### config.mk
export PLATFORM = sky130hd
export DESIGN_NAME = pipe_mux_nx1
export DESIGN_NICKNAME = d
export VERILOG_FILES = /design/src/rtl/pipe_mux_nx1.sv
export SDC_FILE = /design/constraint.sdc
export NUM_CORES = 1
export LEC_CHECK = 0
export ABC_CLOCK_PERIOD_IN_PS = 3800
export BUFFER_PORTS_ARGS = -buffer_cell sky130_fd_sc_hd__buf_2
export CAP_MARGIN = 25
export CORE_MARGIN = 10
export CORE_UTILIZATION = 51
export DETAILED_ROUTE_END_ITERATION = 8
export GPL_ROUTABILITY_DRIVEN = 0
export PLACE_DENSITY = 0.93
export REMOVE_ABC_BUFFERS = 1
export SLEW_MARGIN = 5
export SYNTH_ARGS = -nofsm -noshare
export SYNTH_HDL_FRONTEND = slang
export SYNTH_SLANG_ARGS = --single-unit
### constraint.sdc
create_clock -name clk -period 3.8 [get_ports clk]
set_input_delay 1.14 -clock clk [delete_from_list [all_inputs] [get_ports clk]]
set_output_delay 1.14 -clock clk [all_outputs]
set_load 0.01 [all_outputs]
### src/rtl/pipe_mux_nx1.sv
// Registered N:1 select stage with valid/ready handshakes, a 2-entry skid buffer, flush and sel_err.
// Optional macro PIPE_MUX_PARITY_EN adds out_parity, the even parity of out_data, stored per entry.
module pipe_mux_nx1 #(
  parameter int unsigned WIDTH  = 5,
  parameter int unsigned NUM_IN = 4,
  localparam int unsigned SEL_W = ($clog2(NUM_IN) > 0) ? $clog2(NUM_IN) : 1
) (
  input  logic                    clk,
  input  logic                    rst_n,
  input  logic [NUM_IN*WIDTH-1:0] in_data,
  input  logic [SEL_W-1:0]        sel,
  input  logic                    in_valid,
  output logic                    in_ready,
  output logic [WIDTH-1:0]        out_data,
  output logic                    out_valid,
  input  logic                    out_ready,
  input  logic                    flush,
  input  logic                    clr_err,
  output logic                    sel_err
`ifdef PIPE_MUX_PARITY_EN
  ,
  output logic                    out_parity
`endif
);

  typedef enum logic [1:0] {StEmpty, StOne, StFull} state_e;

  state_e           state_q, state_d;
  logic [WIDTH-1:0] main_q, main_d;
  logic [WIDTH-1:0] skid_q, skid_d;
  logic             in_ready_q, in_ready_d;
  logic             sel_err_q, sel_err_d;
  logic [WIDTH-1:0] sel_data;
  logic             sel_hit;
  logic             accept, emit;

  // Out-of-range selects leave sel_data at zero and sel_hit low.
  always_comb begin
    sel_data = '0;
    sel_hit  = 1'b0;
    for (int unsigned i = 0; i < NUM_IN; i++) begin
      if (sel == SEL_W'(i)) begin
        sel_data = in_data[i*WIDTH +: WIDTH];
        sel_hit  = 1'b1;
      end
    end
  end

  assign out_valid = (state_q != StEmpty);
  assign in_ready  = in_ready_q;
  assign out_data  = main_q;
  assign sel_err   = sel_err_q;
  assign accept    = in_valid & in_ready_q;
  assign emit      = out_valid & out_ready;

  always_comb begin
    state_d = state_q;
    main_d  = main_q;
    skid_d  = skid_q;
    if (flush) begin
      state_d = StEmpty;
      main_d  = '0;
      skid_d  = '0;
    end else begin
      unique case (state_q)
        StEmpty: begin
          if (accept) begin
            state_d = StOne;
            main_d  = sel_data;
          end
        end
        StOne: begin
          if (accept && !emit) begin
            state_d = StFull;
            skid_d  = sel_data;
          end else if (accept && emit) begin
            main_d = sel_data;
          end else if (emit) begin
            state_d = StEmpty;
          end
        end
        StFull: begin
          if (emit) begin
            state_d = StOne;
            main_d  = skid_q;
            skid_d  = '0;
          end
        end
        default: state_d = StEmpty;
      endcase
    end
  end

  assign in_ready_d = (state_d != StFull);

  // A set from an erroneous accept wins over a simultaneous clear.
  always_comb begin
    sel_err_d = sel_err_q;
    if (accept && !flush && !sel_hit) begin
      sel_err_d = 1'b1;
    end else if (clr_err) begin
      sel_err_d = 1'b0;
    end
  end

  always_ff @(posedge clk or negedge rst_n) begin
    if (!rst_n) begin
      state_q    <= StEmpty;
      main_q     <= '0;
      skid_q     <= '0;
      in_ready_q <= 1'b1;
      sel_err_q  <= 1'b0;
    end else begin
      state_q    <= state_d;
      main_q     <= main_d;
      skid_q     <= skid_d;
      in_ready_q <= in_ready_d;
      sel_err_q  <= sel_err_d;
    end
  end

`ifdef PIPE_MUX_PARITY_EN
  logic main_par_q, main_par_d;
  logic skid_par_q, skid_par_d;

  // Parity bits travel with their entries along the same paths as the data.
  always_comb begin
    main_par_d = main_par_q;
    skid_par_d = skid_par_q;
    if (flush) begin
      main_par_d = 1'b0;
      skid_par_d = 1'b0;
    end else begin
      unique case (state_q)
        StEmpty: begin
          if (accept) main_par_d = ^sel_data;
        end
        StOne: begin
          if (accept && !emit) begin
            skid_par_d = ^sel_data;
          end else if (accept && emit) begin
            main_par_d = ^sel_data;
          end
        end
        StFull: begin
          if (emit) begin
            main_par_d = skid_par_q;
            skid_par_d = 1'b0;
          end
        end
        default: main_par_d = main_par_q;
      endcase
    end
  end

  always_ff @(posedge clk or negedge rst_n) begin
    if (!rst_n) begin
      main_par_q <= 1'b0;
      skid_par_q <= 1'b0;
    end else begin
      main_par_q <= main_par_d;
      skid_par_q <= skid_par_d;
    end
  end

  assign out_parity = main_par_q;
`endif

endmodule

==> impl_summary.md, run 1 <==
Status
The flow ran to the end, and the final reports show no timing, DRC or antenna violations.

Clock tree
CTS placed an instance of sky130_fd_sc_hd__clkbuf_4 at the clock tree root. The number of setup buffers added after CTS is 0. For the worst-skew pair, the clock arrives at the later sink with an insertion delay of 0.28 ns. After clock tree synthesis, the clock-pin slew on the worst setup and hold paths is 0.07 ns. The maximum root-to-sink buffer count is 2. In this run, CTS created clock tree buffers numbering 3.

TritonCTS built the clock tree. In this run the number of H-tree levels came out at 1. The cts-stage hold buffer count is 0. The clock net sink count is 14. The count of instances resized after the clock tree is built is 0.

Placed design
In this run the cell area measured after placement is 0.00110 mm^2. The number of port buffers is 35. The half-perimeter wire length after placement is 1950 um.

Synth
Synthesis produced a netlist whose cell count is 84. In the post-synthesis netlist, the cell with the most instances is sky130_fd_sc_hd__mux2i_1. The async set or reset register ratio after synthesis is 100%. The number of register bits inferred by synthesis is 14. In the synthesized netlist the dominant register cell turns out to be sky130_fd_sc_hd__dfrtp_1. For this run, the number of Yosys warnings is 0. After synthesis, the most frequently instantiated cells are sky130_fd_sc_hd__mux2i_1 (15), sky130_fd_sc_hd__dfrtp_1 (13). The post-synthesis area per instance is 10.8 um^2. The distinct cell type count after synthesis is 30. After synthesis, the largest area contributor takes up 35.9% of total cell area. The area of the mapped netlist is 906 um^2. The sequential area share after synthesis is 38.8%. The synthesized design spends more area on one cell type than any other, namely sky130_fd_sc_hd__dfrtp_1. After synthesis, the cell types taking the most area are sky130_fd_sc_hd__dfrtp_1 (36%), sky130_fd_sc_hd__mux2i_1 (17%), sky130_fd_sc_hd__ha_1 (5.5%).

The count of flip-flops with a built-in enable after synthesis is 0.

Flow run
The total of max-cap violations is 0.

Die
The die width is 62.1 um. The total I/O pin count is 36. The die covers 0.00386 mm^2. The height of the die is 62.1 um. The initialized floorplan defines 15 standard-cell rows. For this configuration, the core starts out at a cell density of 53.0%. The area inside the core boundary is 0.00171 mm^2.

Power and ir drop
The net switching power figure is 126 uW. The share of total power dissipated in combinational logic is 33.0%. The reported leakage power is 0.000548 uW. Per report_power, the clock group accounts for 22.5% of the total. The worst-case IR drop observed on VDD is 0.302 mV. Net switching is 32.7% of the power. In this run the power density over the cells is 342 mW/mm^2. Sequential cells burn 44.5% of the power. The internal portion of the total power is 259 uW.

Timing
The final-layout worst hold slack is 0.487 ns. The sum of negative setup slack is 0 ns. The count of final hold-check violations is 0.

Setup violations remaining at the end of the flow were counted as 0. The worst pin sits at a relative slew slack of 68.9%. The routed design could run at a clock period as short as 2.48 ns. The count of final max-slew check failures came to 0. The transition time of the tightest slew-check pin is 0.464 ns. Setup repair after global routing left no endpoint under its margin.

The final clock skew is 0.0113 ns. The fmax is 0.403 GHz. In the finished design, the share of the clock period the worst path needs comes to 65.3%.

Worst setup path
The startpoint kind of the worst setup timing path is a register. The worst endpoint required time is 2.66 ns. The critical path capture point type is an output pin.

The worst-path maximum fanout is 7. At the worst endpoint, the arrival time is 1.34 ns. The startpoint-to-endpoint class of the critical path is register to output pin.

Detailed routing
In the final routed layout, each cell accounts on average for 16.2 um. The number of remaining DRC errors is 0. The number of detailed-routing iterations run before antenna repair is 5. Dividing the detail-routed via count by the number of cells gives 5.31. Summed over all layers, the routed wires come to 2350 um. In this run, the number of DRC markers left after iteration 0 of detailed routing was 24. The count of nets left with antenna violations once routing finished came out at 0. Across all layers, the routed design uses 770 vias.

Finish
The end-of-flow core utilization is 65.9%. The final-stage net count is 153. Compared with the post-synthesis result, the final layout area differs by 24.2%. Cells with a size suffix above 1 make up 36.7% of the layout. After routing the design area is 0.00112 mm^2. The number of antenna diodes in the final layout is 0.

Global route
Summed over all layers, the global routing overflow is 0. Entering global routing, the biggest net connects 15 pins. The via count of the first global-routing pass was 791. Global routing consumed, over all layers together, 12.4% of the routing resources.

The initial antenna violation count was 0. The first global-routing pass estimated 3950 um of wire.

Min path
The path class of the tightest hold or removal check is register to register.
metrics by stage:
stage	std cells	worst slack (ns)	total power [uW]
floorplan	81	1.77	254
global placement	141	1.57	296
detailed placement	141	1.52	301
CTS	145	1.32	390
global route	145	1.23	411
finish	145	1.32	385
cells by family (layout without fill, tap and decap cells):
| logic type | Yosys count | after routing | synth area share [%] |
|---|---|---|---|
| and+or+nand+nor | 18 | 18 | 12.0 |
| adders and majority gates | 4 | 4 | 5.53 |
| buffers and inverters | 7 | 43 | 3.18 |
| AOI/OAI and AO/OA | 25 | 25 | 22.9 |
| xor gates and xnor gates | 1 | 1 | 0.967 |
| DFF | 14 | 14 | 38.8 |
| muxes | 15 | 15 | 16.6 |
worst max-delay path, stage by stage (launching register included):
cell and delay, ns:
sky130_fd_sc_hd__dfrtp_1 0.43, sky130_fd_sc_hd__inv_1 0.13, sky130_fd_sc_hd__ha_1 0.31, sky130_fd_sc_hd__inv_1 0.06, sky130_fd_sc_hd__buf_2 0.14
layout by cell type (no fill, tap or decap):
| master | count |
|---|---|
| sky130_fd_sc_hd__a2111oi_4 | 1 |
| sky130_fd_sc_hd__a21oi_1 | 5 |
| sky130_fd_sc_hd__a22oi_2 | 1 |
| sky130_fd_sc_hd__a2bb2oi_1 | 1 |
| sky130_fd_sc_hd__a31oi_1 | 2 |
| sky130_fd_sc_hd__and2_1 | 1 |
| sky130_fd_sc_hd__buf_2 | 35 |
| sky130_fd_sc_hd__clkbuf_1 | 1 |
| sky130_fd_sc_hd__clkbuf_4 | 3 |
| sky130_fd_sc_hd__dfrtp_1 | 13 |
| sky130_fd_sc_hd__dfstp_2 | 1 |
| sky130_fd_sc_hd__ha_1 | 4 |
| sky130_fd_sc_hd__inv_1 | 4 |
| sky130_fd_sc_hd__mux2i_1 | 15 |
| sky130_fd_sc_hd__nand2_1 | 2 |
| sky130_fd_sc_hd__nand2b_1 | 2 |
| sky130_fd_sc_hd__nand3_1 | 1 |
| sky130_fd_sc_hd__nand4b_2 | 1 |
| sky130_fd_sc_hd__nand4bb_1 | 1 |
| sky130_fd_sc_hd__nor2_1 | 5 |
| sky130_fd_sc_hd__nor2b_1 | 1 |
| sky130_fd_sc_hd__nor2b_2 | 1 |
| sky130_fd_sc_hd__nor3_1 | 1 |
| sky130_fd_sc_hd__o21ai_0 | 1 |
| sky130_fd_sc_hd__o21ai_1 | 2 |
| sky130_fd_sc_hd__o22ai_1 | 5 |
| sky130_fd_sc_hd__o2bb2ai_1 | 5 |
| sky130_fd_sc_hd__o311a_1 | 1 |
| sky130_fd_sc_hd__o31ai_4 | 1 |
| sky130_fd_sc_hd__or2_1 | 2 |
| sky130_fd_sc_hd__xnor2_1 | 1 |
worst paths after layout:
| path | start | end | slack, ns | cells past startpoint |
|---|---|---|---|---|
| worst min register to register | out_data[1] | out_data[1] | 0.49 | 1 |
| worst max register to register | state_q[0] | out_data[0] | 1.92 | 6 |
| worst max-delay path | state_q[0] | out_valid | 1.32 | 4 |
| max in group asynchronous | rst_n | in_ready | 2.76 | 1 |
| min in group asynchronous | rst_n | out_data[4] | 0.74 | 1 |
| worst min-delay path | out_data[1] | out_data[1] | 0.49 | 1 |
layer usage:
metal	vias to the layer above	GRT usage (%)	wire length (um)
met4	0	6.00	48
met5	-	0	0
met2	23	20.0	1130
met1	359	13.8	1010
met3	4	5.02	162
li1	384	-	-
state kept, by name, summed over array words and instances (netlist names):
| register | count |
|---|---|
| skid_q | 5 |
| state_q | 2 |
| out_data | 5 |
| sel_err | 1 |
| in_ready | 1 |
layout make-up:
class | instances | area, um^2
inverter | 4 | 15.0
sequential | 14 | 352
clock buffer | 4 | 26.3
fill | 145 | 583
tap | 25 | 31.3
timing repair buffer | 35 | 175
multi-input combinational | 63 | 526
power by group through the flow:
stage | clock network, uW | logic [uW] | registers, uW
5_1_grt | 96.0 | 142 | 173
4_1_cts | 90.3 | 128 | 171
2_1_floorplan | 0 | 76.3 | 177
6_report | 86.6 | 127 | 171
3_3_place_gp | 0 | 122 | 173
3_5_place_dp | 0 | 127 | 174
(Power assumes the default switching activity.)
==> run 2: changes to the inputs <==
- ABC_AREA: default -> 1
- ABC_CLOCK_PERIOD_IN_PS: 3800 -> 2300
- CORE_UTILIZATION: 51 -> 49
- PLACE_DENSITY: 0.93 -> 0.89
- clock period: 3.8 -> 2.3 ns (I/O delays scaled with it)
==> run 2 against run 1 <==
Net effect:
- sequential share of layout area is 3.0 points lower
- flip-flop and latch count unchanged
- clock-buffer cell count is the same
==> impl_summary.md, run 2 <==
Detailed routing
Wires add up to 2630 um. Once detail routing completed, the nets flagged for antenna violations numbered 0. The top layer reached by signal wires is met4. The number of remaining DRC errors is 0. The routed layout has 1028 vias. The number of detailed-routing iterations run before antenna repair is 4.

The via count normalized by instance count is 4.97. After detailed routing, the wire length on met1 is 1030 um. After the first detailed-routing iteration, the DRC count stood at 40. The detailed route wirelength on metal3 is 135 um. The average wire length per cell after detail routing is 12.7 um. Wire segments on met2 add up to 1430 um in the final route.

Power and ir drop
In this run switching power makes up 35.3% of total power. VDD sags by at most 0.307 mV. The internal power is 460 uW.

Summed over all cells, the static leakage comes to 0.000707 uW. The share of power burned in registers is 41.0%. The analysis attributes to net switching a power of 251 uW. The clock network burns 25.1% of the power. The ratio of total power to cell area is 572 mW/mm^2. The combinational fraction of design power is 33.8%.

Finish
The repair_antennas step left the layout with diodes totalling 0. From synthesis to final layout, the design area changed by 21.7%. The proportion of layout cells with a drive suffix above 1 is 30.0%. The final-stage net count is 213. The most common library cell in the layout ignoring fill and taps is sky130_fd_sc_hd__nand2_1. The post-route non-filler standard cell count is 207. In the layout the commonest cells are sky130_fd_sc_hd__nand2_1 (53), sky130_fd_sc_hd__buf_2 (35), sky130_fd_sc_hd__dfrtp_1 (13).

Clock tree
The number of buffers created by CTS is 3. Once the clock tree was built, the resizer swapped 0 gates to a different size. TritonCTS built the clock tree. The clock passes through at most 2 buffers.

The clock net sink count is 14. Buffers added to address setup during post-CTS repair amount to 0. The clock latency on the worst-skew pair is 0.28 ns.

Clock-pin slew was measured on the worst setup and hold paths at 0.09 ns. The number of levels in the clock H-tree is 1. Hold repair after CTS inserted 0 buffers. The cell at the root of the clock tree is sky130_fd_sc_hd__clkbuf_4.

Placed design
The number of port buffers is 35. The HPWL after detailed placement is 2180 um. The placed cell count is 203.

Timing
The count of final hold-check violations was 0. The sum of negative setup slack is 0 ns. Measured against its own limit, the worst slew margin works out to 64.2%.

The share of the clock period used by the worst path is 86.0%. The fmax is 0.505 GHz. The number of failing setup endpoints in the final timing report is 0. The final critical delay including setup and external delays is 1.98 ns. Setup repair after global routing left no endpoint under its margin. The transition time of the tightest slew-check pin is 0.538 ns.

The clock arrives with 0.00403 ns of skew. The count of final max-slew check failures is 0.

Synth
For this run, the number of Yosys warnings is 0. The most common cell in the netlist is sky130_fd_sc_hd__nand2_1. Synthesis inferred 14 register bits.

The cell count after synthesis came out at 144. The post-synthesis area per instance is 7.09 um^2. The async set or reset register ratio after synthesis is 100%.

The top cell type's share of synthesized area is 31.9%. sky130_fd_sc_hd__dfrtp_1 takes more of the synthesized area than any other cell. The main flop type after synthesis is sky130_fd_sc_hd__dfrtp_1.

After synthesis, the netlist uses 28 different library cells. In this run, synthesis inferred 0 flip-flops with an integrated enable. Yosys attributes the largest share of cell area to sky130_fd_sc_hd__dfrtp_1 (32%), sky130_fd_sc_hd__nand2_1 (19%), sky130_fd_sc_hd__ha_1 (4.9%). Sorting the synthesized cells by how often they occur yields sky130_fd_sc_hd__nand2_1 (53), sky130_fd_sc_hd__dfrtp_1 (13), sky130_fd_sc_hd__nor2_1 (12). Sequential elements use 34.4% of the synthesized area. The mapped netlist covers 0.00102 mm^2.

Flow run
The total of max-cap violations is 0.

Die
The die covers 0.00431 mm^2. The die is 65.6 um tall. The area inside the core boundary is 0.00196 mm^2. The total I/O pin count is 36. The floorplan has 16 rows.

Once the floorplan was initialized, standard cells occupied 52.0% of the core. The die width is 65.6 um.

Global route
The via count of the first global-routing pass is 1124. The first-pass GRT wire length is 4560 um. Global routing used 12.7% of the available tracks. The initial antenna violation count came to 0. The largest net degree at the start of global routing is 15. The remaining global-route overflow is 0.

Min path
The tightest min-delay check is of the primary input to async pin type.

Worst setup path
The data arrival at the endpoint of the critical path is 1.29 ns. STA classifies the critical path startpoint as a register. The worst-path maximum fanout is 5. The startpoint-to-endpoint class of the critical path is register to output pin. At the worst endpoint, the required time is 1.61 ns.

STA classifies the critical path endpoint as an output pin.

Status
The run finished with clean final reports.
==> run 2: changes by cell type after synthesis, moves of 3 or more <==
cell / delta
sky130_fd_sc_hd__inv_1: +5
sky130_fd_sc_hd__mux2i_1: -15
sky130_fd_sc_hd__nand2_1: +51
sky130_fd_sc_hd__a21oi_1: -4
sky130_fd_sc_hd__nand2_4: +3
sky130_fd_sc_hd__o22ai_1: -5
sky130_fd_sc_hd__o21ai_1: +4
sky130_fd_sc_hd__nor2_1: +7
sky130_fd_sc_hd__o2bb2ai_1: -5
sky130_fd_sc_hd__or2_0: +4
sky130_fd_sc_hd__nand3_1: +9
sky130_fd_sc_hd__o21ai_0: +5
==> run 2: cell families (layout without fill, tap and decap cells) <==
kind of cell	count (synthesis)	count (layout)	share of synthesized area, %
flip-flops	14	14	34.4
buffers and inverters	16	52	7.48
AND/OR/NAND/NOR	94	94	44.5
AO/OA/AOI/OAI	16	16	8.70
adder cells (fa/ha/maj)	4	4	4.90
==> run 2: cell type report <==
type | instances | area [um^2]
Clock buffer | 4 | 36.3
Fill cell | 203 | 719
Inverter | 13 | 52.6
Multi-Input combinational cell | 114 | 593
Sequential cell | 14 | 352
Tap cell | 27 | 33.8
Timing Repair Buffer | 35 | 175
==> run 2: worst max-delay path, stage by stage (launching register included) <==
cell,delay (ns)
sky130_fd_sc_hd__dfrtp_1,0.43
sky130_fd_sc_hd__inv_1,0.10
sky130_fd_sc_hd__ha_1,0.25
sky130_fd_sc_hd__inv_2,0.10
sky130_fd_sc_hd__buf_2,0.13
==> run 2: worst paths after layout <==
check / start / slack (ns) / to / cells past startpoint
setup / recovery: state_q[0] / 0.32 / out_valid / 4
hold reg to reg: sel_err / 0.50 / sel_err / 2
max in group asynchronous: rst_n / 1.73 / in_ready / 1
setup reg to reg: state_q[0] / 0.59 / out_data[1] / 9
min in group clk: sel_err / 0.50 / sel_err / 2
hold / removal: rst_n / 0.28 / sel_err / 1
==> run 2: through the flow <==
stage	total power (uW)	area (um^2)	hold slack (ns)	utilization [%]	setup slack, ns
after CTS	716	1240	0.288	63.3	0.310
after global routing	765	1240	0.293	63.3	0.200
after detailed placement	537	1210	0.490	61.5	0.599
after global placement	526	1210	0.465	61.5	0.657
final	711	1240	0.285	63.3	0.322
after floorplan	450	997	0.394	-	0.826
==> run 2: layer usage <==
layer	GRT usage [%]	up-vias
met5	0	-
met4	5.35	0
met3	2.71	4
met2	24.0	33
met1	12.9	464
li1	-	527
==> run 2: power groups by stage <==
stage / sequential (uW) / clock, uW / combinational (uW)
2_1_floorplan: 299 / 0 / 150
3_3_place_gp: 294 / 0 / 232
3_5_place_dp: 296 / 0 / 241
4_1_cts: 291 / 182 / 243
5_1_grt: 296 / 197 / 273
6_report: 292 / 179 / 240
==> run 3: changes to the inputs <==
- ABC_AREA: 1 -> default
- CORE_UTILIZATION: 49 -> 47
- PLACE_DENSITY: 0.89 -> 0.88
==> run 3 against run 2 <==
Net effect:
- core utilization up 0.32 points
- maximum frequency down 0.97%
- non-clock buffer count unchanged
- register-to-register slack worse by 0.13 ns
- critical path type unchanged
==> impl_summary.md, run 3 (synthesized netlist as in run 1, its figures left out) <==
Timing
The worst path setup slack after routing is 0.302 ns. The fmax is 0.501 GHz. Headroom to the max-slew limit came out at 70.8%.

The final critical delay including setup and external delays is 2.00 ns. The clock arrives with 0.00384 ns of skew. The share of the clock period used by the worst path is 86.9%.

The count of final hold-check violations is 0. The transition time of the tightest slew-check pin is 0.436 ns. Setup total negative slack on the finished layout was measured at 0 ns. Setup repair after global routing left no endpoint under its margin. The count of final max-slew check failures is 0. Setup violations remaining at the end of the flow were counted as 0.

Detailed routing
The count of nets left with antenna violations after detail routing is 0. The via count normalized by instance count is 5.32. The final route contains 772 vias. After detailed routing, the number of remaining DRC violations is 0. The DRC violation total after the first TritonRoute iteration is 12. The routed design has 2080 um of wire. The average wire length per cell after detail routing is 14.4 um.

The first detailed-routing pass took 4 iterations.

Global route
The via count of the first global-routing pass is 760. The total overflow left after global routing is 0. The first global-routing pass estimated 3360 um of wire. Entering global routing, the biggest net connects 15 pins. Across every metal layer, demand over resource in global routing totals 9.82%. The initial antenna violation count is 0.

Worst setup path
The startpoint of the most critical setup path is state_q[0]. The startpoint of the worst-slack reg-to-reg timing path is state_q[0]. The critical path capture point type is an output pin. The minimum setup slack among reg-to-reg paths is 0.46 ns. The worst-path maximum fanout is 7.

The startpoint kind of the worst setup timing path is a register. The critical path in this run is classified as register to output pin. The worst endpoint required time is 1.61 ns. The data arrival at the endpoint of the critical path is 1.31 ns.

Min path
The worst min-delay path class is primary input to async pin.

Finish
0 antenna diodes ended up in the layout. The count of filler cells inserted in the layout is 146. Compared with the post-synthesis result, the final layout area differs by 25.3%.

The final-stage net count is 153. The top cell types in the final layout, fill and taps aside, are sky130_fd_sc_hd__buf_2 (35), sky130_fd_sc_hd__mux2i_1 (15), sky130_fd_sc_hd__dfrtp_1 (13). The most common library cell in the layout ignoring fill and taps is sky130_fd_sc_hd__buf_2. Cells with a size suffix above 1 make up 37.5% of the layout.

Power and ir drop
IR analysis of the VDD net gives a maximum drop of 0.463 mV. For this design the static power due to leakage is 0.000554 uW. The ratio of total power to cell area is 581 mW/mm^2.

Clock tree
The clock passes through at most 2 buffers. The number of levels in the clock H-tree is 1. After clock tree synthesis, the clock-pin slew on the worst setup and hold paths is 0.08 ns. The post-CTS setup-driven buffer insertion count is 0. Buffers inserted to repair hold after CTS numbered 0. TritonCTS built the clock tree. At the later pin of the worst-skew pair, clock insertion delay measures 0.27 ns. The tree built by TritonCTS fans out to 14 sinks. The count of instances resized after the clock tree is built is 0. In this run, CTS created clock tree buffers numbering 3.

Clock tree synthesis selected as its root buffer the cell sky130_fd_sc_hd__clkbuf_4.

Die
In this run the core area contains 15 standard-cell rows. 36 I/O pins were placed. The die width is 63.9 um. The height of the die is 63.9 um. The floorplan step defined a die boundary enclosing 0.00408 mm^2.

For this configuration, the core starts out at a cell density of 50.8%. The area inside the core boundary is 0.00178 mm^2.

Placed design
Buffers placed on the I/O ports in this run total 35. The wire-length estimate of the detail-placed layout is 1770 um. Timing analysis after detailed placement gives a worst setup slack of 0.466 ns.

Status
The flow ran to the end, and the final reports show no timing, DRC or antenna violations.

Flow run
Max-cap violations in this run came to 0.
[run 3: path summary, 6_finish.rpt]
kind / cells after the start / end
hold reg to reg: 1 / out_data[0]
setup reg to reg: 6 / out_data[2]
min in group clk: 1 / out_data[0]
hold / removal: 1 / out_data[1]
max in group asynchronous: 1 / in_ready
setup / recovery: 4 / out_valid
[run 3: per-layer routing]
metal,vias to the layer above,track usage [%],share of wire (%)
li1,389,-,-
met1,346,10.9,49
met2,35,15.3,40
met5,-,0,0
met3,2,5.75,11
met4,0,3.28,0.34
[run 3: cell type report]
type                            instances  area, um^2  share of cell area, %
Inverter                                4        15.0                   1.32
Clock buffer                            4        36.3                   3.20
Sequential cell                        14         352                   31.0
Multi-Input combinational cell         63         526                   46.3
Timing Repair Buffer                   35         175                   15.4
Tap cell                               25        31.3                   2.76
[run 3: critical path: stages (launching register included)]
cell and delay [ns]:
sky130_fd_sc_hd__dfrtp_1 0.42, sky130_fd_sc_hd__inv_1 0.11, sky130_fd_sc_hd__ha_1 0.30, sky130_fd_sc_hd__inv_1 0.06, sky130_fd_sc_hd__buf_2 0.14
[run 3: power breakdown]
group | switching (uW) | total (uW) | leakage [uW] | internal [uW]
combinational | 113 | 205 | 0.000345 | 92.1
clock | 76.1 | 172 | 0.0000210 | 96.1
sequential | 13.9 | 282 | 0.000188 | 269
[run 3: through the flow]
stage               cells  total power, uW  hold slack (ns)  utilization (%)  instance area [um^2]
detailed placement    141              494            0.473             61.6                  1100
floorplan              81              419            0.394                -                   892
CTS                   145              669            0.291             63.6                  1130
finish                145              660            0.287             63.6                  1130
global route          145              706            0.284             63.6                  1130
global placement      141              489            0.476             61.6                  1100
